File: config.mk
export PLATFORM = sky130hd
export DESIGN_NAME = wordcell_access_ctrl
export DESIGN_NICKNAME = d
export VERILOG_FILES = /design/src/rtl/wordcell_access_ctrl.sv
export SDC_FILE = /design/constraint.sdc
export NUM_CORES = 1
export LEC_CHECK = 0
export BUFFER_PORTS_ARGS = -buffer_cell sky130_fd_sc_hd__buf_4
export CORE_MARGIN = 3
export CORE_UTILIZATION = 44
export DETAILED_ROUTE_END_ITERATION = 6
export GPL_ROUTABILITY_DRIVEN = 0
export GPL_TIMING_DRIVEN = 0
export PLACE_DENSITY = 0.74
export SLEW_MARGIN = 20
export SYNTH_ARGS = -nofsm -noshare
export SYNTH_HDL_FRONTEND = slang
export SYNTH_SLANG_ARGS = --single-unit
File: constraint.sdc
create_clock -name clk -period 1.68 [get_ports clk]
set_clock_uncertainty 0.15 [all_clocks]
set_input_delay 0.084 -clock clk [delete_from_list [all_inputs] [get_ports clk]]
set_output_delay 0.084 -clock clk [all_outputs]
set_load 0.02 [all_outputs]
File: src/rtl/wordcell_access_ctrl.sv
// Host-side access controller for an array of Wordcell rows: turns one valid/ready
// request into the SETUP / ACCESS / RECOVER select sequence and captures read data.
module wordcell_access_ctrl #(
    parameter int DATA_W     = 8,
    parameter int ADDR_W     = 2,
    parameter int ACCESS_CYC = 1
) (
    input  logic                     clk,
    input  logic                     rst,
    input  logic                     req_valid,
    output logic                     req_ready,
    input  logic                     req_write,
    input  logic [ADDR_W-1:0]        req_addr,
    input  logic [DATA_W-1:0]        req_wdata,
    output logic                     rsp_valid,
    output logic                     rsp_write,
    output logic [DATA_W-1:0]        rsp_rdata,
    output logic                     busy,
    output logic                     rw,
    output logic [(2**ADDR_W)-1:0]   sel_x,
    output logic [DATA_W-1:0]        in_bus,
    input  logic [DATA_W-1:0]        out_bus
);

    localparam int ROWS = 2**ADDR_W;
    localparam logic [3:0] CNT_INIT = 4'(ACCESS_CYC - 1);
    localparam logic [ROWS-1:0] ONE_HOT0 = {{(ROWS-1){1'b0}}, 1'b1};

    typedef enum logic [1:0] {IDLE, SETUP, ACCESS, RECOVER} state_t;

    state_t              state;
    logic [3:0]          cnt;
    logic                wr_q;
    logic [ADDR_W-1:0]   addr_q;

    assign req_ready = (state == IDLE) && !rst;

    // rw and in_bus are loaded on acceptance so they settle a full cycle before sel_x rises.
    always_ff @(posedge clk) begin
        if (rst) begin
            state     <= IDLE;
            cnt       <= '0;
            wr_q      <= 1'b0;
            addr_q    <= '0;
            rw        <= 1'b0;
            sel_x     <= '0;
            in_bus    <= '0;
            rsp_valid <= 1'b0;
            rsp_write <= 1'b0;
            rsp_rdata <= '0;
            busy      <= 1'b0;
        end else begin
            rsp_valid <= 1'b0;
            case (state)
                IDLE: begin
                    if (req_valid) begin
                        wr_q   <= req_write;
                        addr_q <= req_addr;
                        rw     <= req_write;
                        in_bus <= req_write ? req_wdata : '0;
                        busy   <= 1'b1;
                        state  <= SETUP;
                    end
                end
                SETUP: begin
                    sel_x <= ONE_HOT0 << addr_q;
                    cnt   <= CNT_INIT;
                    state <= ACCESS;
                end
                ACCESS: begin
                    if (cnt == 4'd0) begin
                        sel_x     <= '0;
                        rsp_valid <= 1'b1;
                        rsp_write <= wr_q;
                        if (!wr_q) begin
                            rsp_rdata <= out_bus;
                        end
                        state <= RECOVER;
                    end else begin
                        cnt <= cnt - 4'd1;
                    end
                end
                RECOVER: begin
                    rw     <= 1'b0;
                    in_bus <= '0;
                    busy   <= 1'b0;
                    state  <= IDLE;
                end
                default: state <= IDLE;
            endcase
        end
    end

endmodule

==> impl_metrics.yaml <==
timing:
  final_hold_viol_count: 0
  max_slew_margin: 0.611
  min_period_ns: 1.66
  fmax_mhz: 603
  slew_viol_final: 0
  rsz0062_at_grt: "true"
  worstMarginPinSlew_ns: 0.583
  period_share: 0.988
  setup_viol: 0
hold_path:
  holdPathEnd: "rsp_rdata[2]$_SDFFE_PP0P_"
  min_from: "rst"
  holdPathStages: 4
  hold_path.class: "in2reg"
finish:
  multiInputGateArea_um2: 733
  drive_gt1_frac: 0.351
  final_util: 0.763
  layout_commonest_cell: "buf_4"
  mostFrequentLayoutCells: "buf_4, dfxtp_1, nand2_1, dlygate4sd3_1, mux2i_1"
  final_cells: 264
  antenna_cells: 0
  regArea_um2: 669
  areaGrowthSynthToFinish_pct: 57.8
  fin_nets: 250
  design_area_um2: 2200
  nFillCells: 194
setup_path:
  ff2ff_path_depth: 5
  rr_endpoint: "cnt[3]$_SDFFE_PP0P_"
  worst-setup-path-type: "reg2reg"
  worstSetupEndpointType: "flop"
  r2r_start: "state[0]$_SDFFE_PP0P_"
  rrSetupSlack_ns: 0.02
  cp-start-kind: "flop"
  critPathArrivalTime_ns: 1.78
  crit_fanout: 4
  required_ns: 1.80
grt:
  antenna_found_initial: 0
  grt_pass1_wl_um: 6140
  grt_pass1_vias: 1297
  grt_use_total: 0.200
  overflow: 0
  grt_max_degree: 11
clock_network:
  clkSinkCount: 33
  cts_tree: "done"
  htree_num_levels: 2
  insertion_delay_ns: 0.33
  cts_made_buffers: 5
  path_clk_slew_ns: 0.10
  cts.path.max_buffers: 2
  root_buffer: "clkbuf_4"
status:
  status: "finished, final reports clean"
place:
  hpwl_um: 2250
  dpl.cell_count: 233
  post_dp_cell_area_um2: 1790
  port_buffers: 46
die:
  die-width_um: 62.2
  start_util: 0.484
  coreArea_um2: 2880
  rows: 19
  die-area_um2: 3870
  die_h_um: 62.2
  io-pin-count: 47
synth:
  syn_inst: 145
  synth-edff-count: 0
  synth.avg_cell_area_um2: 9.60
  syn_nets: 174
  async_reset_ff_frac: 0
  synth-seq-cells: 33
  ys_warn_count: 0
  synthFlopType: "dfxtp_1"
  syn-cell-area_um2: 1390
  ys_seq_area_frac: 0.475
  synth_cell_type_count: 33
power:
  vdd_drop_max_mv: 0.831
  powerDensity_nw_per_um2: 1330
  p_leak_nw: 0.921
job:
  maxCapViolCount: 0
routing:
  wl_per_cell_um: 14.4
  vias: 1342
  wl_um: 3810
  ant_nets: 0
  first_pass_iters: 4
  drt_iter0_drc: 59
  drc: 0
  vias_per_cell: 5.08
[state kept, by name (all words and copies together) (netlist names), 2 cells and up]
register	cells
in_bus	8
rsp_rdata	8
cnt	4
sel_x	4
addr_q	2
state	2
[report_power, final]
part           leakage, nW  total [mW]  internal (mW)  switching [mW]
registers            0.270        1.03          0.925           0.105
logic                0.605        1.27          0.618           0.648
clock network       0.0455       0.615          0.355           0.260
[per-layer routing]
metal  routed length [um]  global-route usage
met2                 2050               0.355
met3                  181              0.0595
met4                   70              0.0663
met1                 1500               0.229
met5                    0                   0
[repair_timing]
action / CTS / global route
resized for setup: 13 / 19
hold buffers: 20 / 0
endpoints found under the hold margin: 21 / 0
gates cloned: 0 / 1
endpoints found under the setup margin: 20 / 24
pin swaps: 0 / 4
buffers inserted: 1 / 2
[per-stage QoR]
stage                     hold slack, ns  total power, mW  setup slack, ns  TNS, ns
after detailed placement           0.147             1.98           -0.157    -1.52
after CTS                         0.0902             2.71          0.00550        0
after global routing               0.135             3.10          -0.0339   -0.190
final                             0.0962             2.91           0.0208        0
after floorplan                   0.0597             1.66           0.0316        0
after global placement             0.146             1.94           -0.122   -0.989
[worst max-delay path: stages (launching register included)]
cell     delay, ns
dfxtp_4       0.38
inv_6         0.08
ha_4          0.14
or4b_4        0.46
a211o_1       0.26
a21oi_2       0.12
[cell type report]
cell class              instances  area share
plain buffers                   6      0.0177
clock buffers                   7      0.0251
clock inverters                 1      0.0137
inverters                       7      0.0142
multi-input cells              99       0.334
flip-flops and latches         33       0.305
well taps                      42      0.0239
repair buffers                 69       0.267
[cell usage after synthesis (all sizes together), types with 3 or more instances]
| master | instances | area share |
|---|---|---|
| dfxtp | 33 | 0.47 |
| buf | 3 | 0.0099 |
| nand3 | 8 | 0.029 |
| ha | 7 | 0.063 |
| clkbuf | 3 | 0.0081 |
| a22o | 8 | 0.050 |
| inv | 6 | 0.016 |
| a21oi | 11 | 0.042 |
| nor2 | 7 | 0.024 |
| nor2b | 3 | 0.013 |
| mux2i | 11 | 0.079 |
| nand2 | 23 | 0.062 |
[cell families after synthesis]
family                   share of synthesized area
adder cells (fa/ha/maj)                     0.0629
multiplexers                                0.0791
buffers and inverters                       0.0369
flip-flops                                   0.475
AND/OR/NAND/NOR                              0.208
AO/OA/AOI/OAI                                0.138
[worst max-delay path by stage]
stage / startpoint / slack, ns / endpoint
finish: state[0]$_SDFFE_PP0P_ / 0.02 / cnt[3]$_SDFFE_PP0P_
global route: cnt[0]$_SDFFE_PP0P_ / -0.03 / rsp_rdata[0]$_SDFFE_PP0P_
CTS: state[0]$_SDFFE_PP0P_ / 0.005 / req_ready
detailed placement: state[0]$_SDFFE_PP0P_ / -0.16 / in_bus[2]$_SDFFE_PP0P_
global placement: state[0]$_SDFFE_PP0P_ / -0.12 / in_bus[4]$_SDFFE_PP0P_
floorplan: state[0]$_SDFFE_PP0P_ / 0.03 / cnt[3]$_SDFFE_PP0P_
No activity file was read; power rests on OpenSTA's default activity.
